File: src/rtl/scalar_reg_wr_arbiter.sv
// Round-robin write-port arbiter sharing the integer and FP scalar register file write ports.
// Optional macro SCALAR_ARB_X0_ZERO_EN: integer writes to index 0 are accepted but suppressed.
module scalar_reg_wr_arbiter #(
    parameter int NUM_REQ          = 3,
    parameter int SCALAR_REG_WIDTH = 64,
    parameter int SCALAR_REG_DEPTH = 32,
    localparam int PTR_W           = $clog2(SCALAR_REG_DEPTH)
) (
    input  logic                                clk,
    input  logic                                reset,
    input  logic                                flush,
    input  logic [NUM_REQ-1:0]                  req_valid,
    input  logic [NUM_REQ-1:0]                  req_fp,
    input  logic [NUM_REQ*PTR_W-1:0]            req_ptr,
    input  logic [NUM_REQ*SCALAR_REG_WIDTH-1:0] req_data,
    output logic [NUM_REQ-1:0]                  req_ready,
    output logic                                write,
    output logic [PTR_W-1:0]                    wr_access_ptr,
    output logic [SCALAR_REG_WIDTH-1:0]         write_data,
    output logic                                fwrite,
    output logic [PTR_W-1:0]                    wr_faccess_ptr,
    output logic [SCALAR_REG_WIDTH-1:0]         fwrite_data
);

    localparam int RR_W = $clog2(NUM_REQ);

    logic [NUM_REQ-1:0]          int_match;
    logic [NUM_REQ-1:0]          fp_match;
    logic [PTR_W-1:0]            ptr_arr  [NUM_REQ];
    logic [SCALAR_REG_WIDTH-1:0] data_arr [NUM_REQ];

    logic [RR_W-1:0] rr_int_reg, rr_int_next;
    logic [RR_W-1:0] rr_fp_reg,  rr_fp_next;
    logic [RR_W:0]   int_pick, fp_pick;
    logic [RR_W-1:0] int_idx, fp_idx;
    logic            int_grant, fp_grant;
    logic            int_wr_en;

    logic                        write_reg;
    logic [PTR_W-1:0]            wr_ptr_reg;
    logic [SCALAR_REG_WIDTH-1:0] wr_data_reg;
    logic                        fwrite_reg;
    logic [PTR_W-1:0]            fwr_ptr_reg;
    logic [SCALAR_REG_WIDTH-1:0] fwr_data_reg;

    assign int_match = req_valid & ~req_fp;
    assign fp_match  = req_valid &  req_fp;

    generate
        for (genvar gi = 0; gi < NUM_REQ; gi++) begin : g_slice
            assign ptr_arr[gi]  = req_ptr[gi*PTR_W +: PTR_W];
            assign data_arr[gi] = req_data[gi*SCALAR_REG_WIDTH +: SCALAR_REG_WIDTH];
        end
    endgenerate

    // Returns {hit, index}: lowest match at or above start, else lowest match overall (wrap).
    function automatic logic [RR_W:0] rr_pick(input logic [NUM_REQ-1:0] match,
                                              input logic [RR_W-1:0]    start);
        logic [RR_W-1:0] any_idx;
        logic [RR_W-1:0] up_idx;
        logic            any_hit;
        logic            up_hit;
        any_idx = '0;
        up_idx  = '0;
        any_hit = 1'b0;
        up_hit  = 1'b0;
        for (int i = NUM_REQ - 1; i >= 0; i--) begin
            if (match[i]) begin
                any_idx = RR_W'(i);
                any_hit = 1'b1;
                if (RR_W'(i) >= start) begin
                    up_idx = RR_W'(i);
                    up_hit = 1'b1;
                end
            end
        end
        return {any_hit, (up_hit ? up_idx : any_idx)};
    endfunction

    always_comb begin
        int_pick    = rr_pick(int_match, rr_int_reg);
        fp_pick     = rr_pick(fp_match, rr_fp_reg);
        int_idx     = int_pick[RR_W-1:0];
        fp_idx      = fp_pick[RR_W-1:0];
        int_grant   = int_pick[RR_W] && !flush;
        fp_grant    = fp_pick[RR_W] && !flush;
        rr_int_next = (int_idx == RR_W'(NUM_REQ - 1)) ? '0 : int_idx + RR_W'(1);
        rr_fp_next  = (fp_idx == RR_W'(NUM_REQ - 1)) ? '0 : fp_idx + RR_W'(1);
        req_ready   = '0;
        if (int_grant) req_ready[int_idx] = 1'b1;
        if (fp_grant)  req_ready[fp_idx]  = 1'b1;
    end

`ifdef SCALAR_ARB_X0_ZERO_EN
    // x0 stays hard-wired to zero: the grant still completes, the write is dropped.
    assign int_wr_en = int_grant && (ptr_arr[int_idx] != '0);
`else
    assign int_wr_en = int_grant;
`endif

    always_ff @(posedge clk or negedge reset) begin
        if (!reset) begin
            rr_int_reg   <= '0;
            rr_fp_reg    <= '0;
            write_reg    <= 1'b0;
            wr_ptr_reg   <= '0;
            wr_data_reg  <= '0;
            fwrite_reg   <= 1'b0;
            fwr_ptr_reg  <= '0;
            fwr_data_reg <= '0;
        end else begin
            write_reg  <= int_wr_en;
            fwrite_reg <= fp_grant;
            if (int_grant) begin
                rr_int_reg  <= rr_int_next;
                wr_ptr_reg  <= ptr_arr[int_idx];
                wr_data_reg <= data_arr[int_idx];
            end
            if (fp_grant) begin
                rr_fp_reg    <= rr_fp_next;
                fwr_ptr_reg  <= ptr_arr[fp_idx];
                fwr_data_reg <= data_arr[fp_idx];
            end
        end
    end

    assign write          = write_reg;
    assign wr_access_ptr  = wr_ptr_reg;
    assign write_data     = wr_data_reg;
    assign fwrite         = fwrite_reg;
    assign wr_faccess_ptr = fwr_ptr_reg;
    assign fwrite_data    = fwr_data_reg;

endmodule
File: config.mk
export PLATFORM = sky130hd
export DESIGN_NAME = scalar_reg_wr_arbiter
export DESIGN_NICKNAME = d
export VERILOG_FILES = /design/src/rtl/scalar_reg_wr_arbiter.sv
export SDC_FILE = /design/constraint.sdc
export NUM_CORES = 1
export LEC_CHECK = 0
export CORE_ASPECT_RATIO = 1.5
export CORE_MARGIN = 10
export CORE_UTILIZATION = 30
export DETAILED_ROUTE_END_ITERATION = 10
export MAX_ROUTING_LAYER = met4
export PLACE_DENSITY = 0.75
export SLEW_MARGIN = 20
export SYNTH_ARGS = -nofsm -noshare
export SYNTH_HDL_FRONTEND = slang
export SYNTH_SLANG_ARGS = --single-unit
export TNS_END_PERCENT = 5
File: constraint.sdc
create_clock -name clk -period 2.6 [get_ports clk]
set_input_delay 0.65 -clock clk [delete_from_list [all_inputs] [get_ports clk]]
set_output_delay 0.65 -clock clk [all_outputs]
set_load 0.02 [all_outputs]
==> impl_results.md, run 1 <==
- Number of diodes: 0
- Drt total wl: 33100 µm
- Worst Path Required: 1.95 ns
- DP Wirelength: 23100 µm
- I/O Pins: 359
- Slowest-stage cell, CP: nor4_4
- Final cell area excluding filler cells: 12100 µm²
- Reg clk slew, reported paths: 0.06 ns
- Row cnt: 69
- CTS tree: yes
- Core box area: 23700 µm²
- Status: complete, no violations
- Post-place setup slack: -0.649 ns
- Number of antenna violations at the first check in global routing: 0
- CP Data Arrival Time: 1.89 ns
- H-tree depth: 4
- Drt pass-1 iters: 5
- Port bufs: 358
- Hold WC Path Type: input port to asynchronous set/reset pin
- Clock Skews: 0.0114 ns
- DRT antenna net count: 0
- Worst Hold Slack: 0.191 ns
- Area Overhead vs Synth: 67.3%
- Area of the multi-input gates: 3270 µm²
- Seq/Total Area, Yosys: 49.9%
- Post-route DRC: 0
- Setup violations, final: 0
- CP startpoint kind: input port
- Clk_lat worst skew: 0.43 ns
- Max Freq: 0.394 GHz
- Clk sink count: 144
- CTS Hold Bufs: 0
- PnR worst setup slack: 0.0636 ns
- Crit path cell chain: clkdlybuf4s15_1 > nor2b_4 > buf_4 > a21oi_4 > nor3b_4 > nor4_4 > o21bai_4 > buf_12
- Die Area: 30800 µm²
- Global-route wire length before repair: 50400 µm
- Vias: 7851
- Crit. End Element: output port
- GP Congestion: 0.830
- Post-Syn Area: 7220 µm²
- Final Core Density: 50.9%
- Final worst-path cycle share: 97.6%
- Final Hold Fails: 0
- Root buf cell: clkbuf_16
- Share of cells above drive strength 1: 11.7%
- Slew Viols, Final: 0
- Initial DRC Count: 425
- WS Path Type: input port to output port
- # fillers: 2177
- Post-Syn Instances: 739
- Vias in the first global route: 8213
- Yosys warnings: 0
- Die height: 210 µm
- Global route total overflow: 0
- Routed len/inst: 23.0 µm
- Max_cap viols: 0
- Worst-Margin Slew: 1.02 ns
- CP Max Fanout: 2
- Storage cell area: 3600 µm²
- Largest net degree at the start of global routing: 71
- Lkg Pwr: 4.72 nW
- DIE WIDTH: 147 µm
- Max_slew headroom: 32.1%
- Nets: 1320
- Slowest stage delay, CP: 0.28 ns
- Placed inst area: 11400 µm²
- Maximum VDD drop: 0.441 mV
- Synth cell types: 30
- Total Routing Usage GR: 21.3%
- Tmin final: 2.54 ns
- Routed vias/inst: 5.47
- PwrDens: 688 nW/µm²
- CTS Buf Count: 17
- Average size of a mapped cell: 9.77 µm²
- RSZ-0062 raised after global routing: no
- Longest Clk Path Bufs: 2
- Syn_nets: 955
- Initial core utilization: 30.4%
- Yosys reg bits: 144
where the power goes:
| part | internal (mW) | leakage (nW) | switching [mW] |
|---|---|---|---|
| clock | 1.45 | 0.283 | 0.981 |
| sequential | 2.66 | 1.71 | 0.234 |
| combinational | 1.41 | 2.73 | 1.58 |
| total | 5.52 | 4.72 | 2.80 |
stage by stage:
step           instances  setup TNS, ns  power (mW)
4_1_cts             1435              0        8.39
3_3_place_gp        1393         -50.85        5.88
3_5_place_dp        1393         -58.06        5.92
5_1_grt             1436              0        8.71
2_1_floorplan        739        -0.0130        4.17
6_report            1436              0        8.32
area by class of cell:
cell class                 instances  area share, %
clock buffer                      24           4.15
tap                              319           3.30
clock inverter                     8          0.642
inverter                           8          0.248
timing repair buffer             418           34.8
sequential                       144           29.8
multi-input combinational        515           27.0
layout by cell type (no fill, tap or decap), types with 3 or more instances in the layout:
cell / count
o22ai_1: 70
o21ai_0: 139
o2bb2ai_1: 69
clkinv_2: 3
clkbuf_2: 3
clkbuf_16: 17
nand2_1: 75
a221oi_2: 14
nor2_1: 70
clkbuf_8: 5
clkdlybuf4s50_1: 348
inv_1: 3
buf_4: 44
dfrtp_1: 144
buf_12: 15
inv_2: 5
a221oi_1: 55
buf_6: 4
worst paths after layout:
check	start	end	slack, ns	depth (start not counted)
setup / recovery	req_fp[1]	req_ready[0]	0.06	8
hold / removal	reset	write_data[27]$_DFFE_PN0P_	0.19	1
setup reg to reg	rr_int_reg[1]$_DFFE_PN0P_	rr_int_reg[1]$_DFFE_PN0P_	0.14	16
hold reg to reg	fwrite_data[16]$_DFFE_PN0P_	fwrite_data[16]$_DFFE_PN0P_	0.48	2
max in group asynchronous	reset	fwrite_data[10]$_DFFE_PN0P_	1.79	2
min in group clk	fwrite_data[16]$_DFFE_PN0P_	fwrite_data[16]$_DFFE_PN0P_	0.48	2
synthesized netlist by cell type (all sizes together):
library cell / n / area (µm²)
a221oi: 69 / 692
nor4: 1 / 21.3
o2bb2ai: 69 / 604
nand4: 1 / 6.26
a21oi: 4 / 23.8
nor3b: 1 / 7.51
nor2b: 1 / 8.76
nand2: 75 / 282
nor3: 1 / 16.3
or2b: 1 / 11.3
o21ai: 141 / 706
dfrtp: 144 / 3600
buf: 24 / 208
a41oi: 1 / 16.3
nor4b: 1 / 23.8
inv: 8 / 30.0
o22ai: 70 / 438
clkbuf: 48 / 180
a31o: 1 / 8.76
nor2: 70 / 263
o21bai: 2 / 26.3
a21o: 4 / 30.0
nand4b: 1 / 8.76
or3b: 1 / 8.76
metal layers:
| metal | wire (µm) | global-route usage (%) |
|---|---|---|
| met3 | 2590 | 5.10 |
| met5 | 0 | - |
| met1 | 12600 | 24.1 |
| met2 | 17000 | 36.3 |
| met4 | 867 | 7.06 |
critical path, delay by kind of cell:
family,cells,cell delay (ns)
buf+inv,3,0.51
simple gates,3,0.41
compound gates,2,0.33
kinds of logic after synthesis:
family / share of synthesized area [%]
flip-flops: 49.9
buffers and inverters: 5.79
AO/OA/AOI/OAI: 35.2
AND/OR/NAND/NOR: 9.09
repair_timing:
action	CTS	global route
setup endpoints to repair	37	3
setup buffers	11	2
gates resized for setup	21	9
pin swaps	4	4
endpoints found under the hold margin	0	0
Power figures use the tool's default switching activity.
==> run 2: changes to the inputs <==
--- a/config.mk
+++ b/config.mk
@@ -9,6 +9,7 @@
 export CORE_MARGIN = 10
 export CORE_UTILIZATION = 30
 export DETAILED_ROUTE_END_ITERATION = 10
+export GPL_ROUTABILITY_DRIVEN = 0
 export MAX_ROUTING_LAYER = met4
 export PLACE_DENSITY = 0.75
 export SLEW_MARGIN = 20
==> results of run 2 <==
The final DEF is identical to that of run 1; final timing and power are the same.
==> run 3: changes to the inputs <==
--- a/config.mk
+++ b/config.mk
@@ -7,11 +7,10 @@
 export LEC_CHECK = 0
 export CORE_ASPECT_RATIO = 1.5
 export CORE_MARGIN = 10
-export CORE_UTILIZATION = 30
+export CORE_UTILIZATION = 41
 export DETAILED_ROUTE_END_ITERATION = 10
-export GPL_ROUTABILITY_DRIVEN = 0
 export MAX_ROUTING_LAYER = met4
-export PLACE_DENSITY = 0.75
+export PLACE_DENSITY = 0.94
 export SLEW_MARGIN = 20
 export SYNTH_ARGS = -nofsm -noshare
 export SYNTH_HDL_FRONTEND = slang
==> constraint.sdc (replaced) <==
create_clock -name clk -period 2.9 [get_ports clk]
set_input_delay 0.725 -clock clk [delete_from_list [all_inputs] [get_ports clk]]
set_output_delay 0.725 -clock clk [all_outputs]
set_load 0.02 [all_outputs]
==> run 3 against run 2 <==
Utilization increased by 17 points. Sequential share of layout area increased by 0.83 points. Clock skew increased by 0.0011 ns. Critical path type unchanged. Largest cell class unchanged. Largest power group is now the clock network.
==> impl_results.md, run 3 (synthesized netlist as in run 1, its figures left out) <==
- Status: complete, no violations (unchanged)
- Vias: 8186 (was 7851)
- Maximum VDD drop: 0.424 mV (was 0.441 mV)
- Routed len/inst: 24.8 µm (was 23.0 µm)
- Drt total wl: 32200 µm (was 33100 µm)
- Longest Clk Path Bufs: 2 (unchanged)
- Initial DRC Count: 792 (was 425)
- CP Max Fanout: 3 (was 2)
- Global route total overflow: 0 (unchanged)
- Worst Path Required: 2.17 ns (was 1.95 ns)
- Row cnt: 59 (was 69)
- Reg clk slew, reported paths: 0.07 ns (was 0.06 ns)
- Tmin final: 2.85 ns
- Post-route DRC: 0 (unchanged)
- WS Path Type: input port to output port (unchanged)
- Total Routing Usage GR: 27.1% (was 21.3%)
- PwrDens: 668 nW/µm² (was 688 nW/µm²)
- CTS Buf Count: 17 (unchanged)
- Clk_lat worst skew: 0.41 ns (was 0.43 ns)
- Final worst-path cycle share: 98.4%
- Die Area: 23400 µm² (was 30800 µm²)
- Lkg Pwr: 4.62 nW (was 4.72 nW)
- DRT antenna net count: 0 (unchanged)
- Most common cell after layout, fill and taps aside: clkdlybuf4s50_1 (unchanged)
- Core box area: 17300 µm² (was 23700 µm²)
- CP Data Arrival Time: 2.13 ns (was 1.89 ns)
- Crit. End Element: output port (unchanged)
- Max Freq: 0.351 GHz
- Routed vias/inst: 6.29 (was 5.47)
- Setup violations, final: 0 (unchanged)
- R2R depth: 7 (was 16)
- Drt pass-1 iters: 5 (unchanged)
- Area Overhead vs Synth: 62.8% (was 67.3%)
- PnR Total Power: 7.85 mW (was 8.32 mW)
- Number of antenna violations at the first check in global routing: 1 (was 0)
- CP startpoint kind: input port (unchanged)
- Setup TNS: 0 ns (unchanged)
- Slew Viols, Final: 0 (unchanged)
- Vias in the first global route: 8622 (was 8213)
- DP Wirelength: 22800 µm (was 23100 µm)
- Port bufs: 358 (unchanged)
- Initial core utilization: 41.6% (was 30.4%)
- Final Hold Fails: 0 (unchanged)
- Root buf cell: clkbuf_16 (unchanged)
- DIE WIDTH: 128 µm (was 147 µm)
- Share of cells above drive strength 1: 8.82% (was 11.7%)
- Max_cap viols: 0 (unchanged)
- GP Congestion: 0.899
- Largest net degree at the start of global routing: 71 (unchanged)
- Clk sink count: 144 (unchanged)
- Max_slew headroom: 33.5% (was 32.1%)
- Die height: 183 µm (was 210 µm)
- Final Core Density: 67.8% (was 50.9%)
- Setup Buffers After CTS: 0 (was 11)
- Nets: 1292 (was 1320)
- Hold WC Path Type: input port to asynchronous set/reset pin (unchanged)
- Commonest cells after routing, fill and taps aside: 350 x clkdlybuf4s50_1, 144 x dfrtp_1, 139 x o21ai_0 (was 348 x clkdlybuf4s50_1, 144 x dfrtp_1, 139 x o21ai_0)
- CTS tree: yes (unchanged)
- Clock Skews: 0.0125 ns (was 0.0114 ns)
- H-tree depth: 4 (unchanged)
- Global-route wire length before repair: 49100 µm (was 50400 µm)
- I/O Pins: 359 (unchanged)
- Worst-Margin Slew: 0.998 ns (was 1.02 ns)
==> run 3: changes by cell type in the layout (fill, tap and decap cells not counted), sizes merged <==
cell,delta
clkinv,-3
clkbuf,-8
bufinv,+6
dlymetal6s2s,+1
diode,+1
inv,+3
clkdlybuf4s50,+2
buf,-28
clkinvlp,-2
==> run 3: cell type report <==
type	instances	area (µm²)
clock buffer	19	433
tap	213	267
inverter	8	30.0
fill	1303	5590
multi-input combinational	515	3250
clock inverter	12	254
timing repair buffer	390	3920
sequential	144	3600
antenna	1	2.50
==> run 3: through the flow <==
stage                     hold WS [ns]  cells  setup slack, ns  area [µm²]
after floorplan                  0.429    739            0.133        7220
after global placement           0.462   1270           -0.516       11000
after detailed placement         0.470   1270           -0.531       11000
after CTS                        0.310   1301          0.00459       11700
after global routing             0.322   1302         -0.00368       11800
final                            0.301   1302           0.0472       11800
==> run 3: critical path: stages <==
cell and delay [ns]:
clkdlybuf4s50_1 0.52, nand2_1 0.12, a21o_1 0.22, a21o_2 0.26, o21bai_4 0.13, buf_6 0.14
==> run 3: per-layer routing <==
metal	wire, µm	GRT usage [%]	vias up
met4	1970	16.2	0
met2	15600	42.9	589
met5	0	-	-
met3	3330	6.67	120
met1	11300	30.3	3960
li1	-	-	3517
==> run 3: report_power, final <==
| part | total [mW] | internal (mW) | leakage, nW | switching (mW) |
|---|---|---|---|---|
| logic | 2.61 | 1.21 | 2.57 | 1.40 |
| clock network | 2.63 | 1.71 | 0.333 | 0.917 |
| registers | 2.60 | 2.39 | 1.71 | 0.218 |
==> run 3: worst paths after layout <==
check                                            startpoint                     endpoint  slack [ns]
worst max-delay path                              req_fp[0]                 req_ready[0]        0.05
worst max register to register    rr_int_reg[1]$_DFFE_PN0P_    write_data[9]$_DFFE_PN0P_        0.48
max in group asynchronous                             reset    write_data[8]$_DFFE_PN0P_        1.89
min in group clk                fwrite_data[25]$_DFFE_PN0P_  fwrite_data[25]$_DFFE_PN0P_        0.48
worst min-delay path                                  reset   write_data[34]$_DFFE_PN0P_        0.30
worst min register to register  fwrite_data[25]$_DFFE_PN0P_  fwrite_data[25]$_DFFE_PN0P_        0.48
==> run 3: timing repair <==
item,CTS,global route
hold buffers,0,0
setup endpoints to repair,3,4
gates resized for setup,19,5
endpoints found under the hold margin,0,0
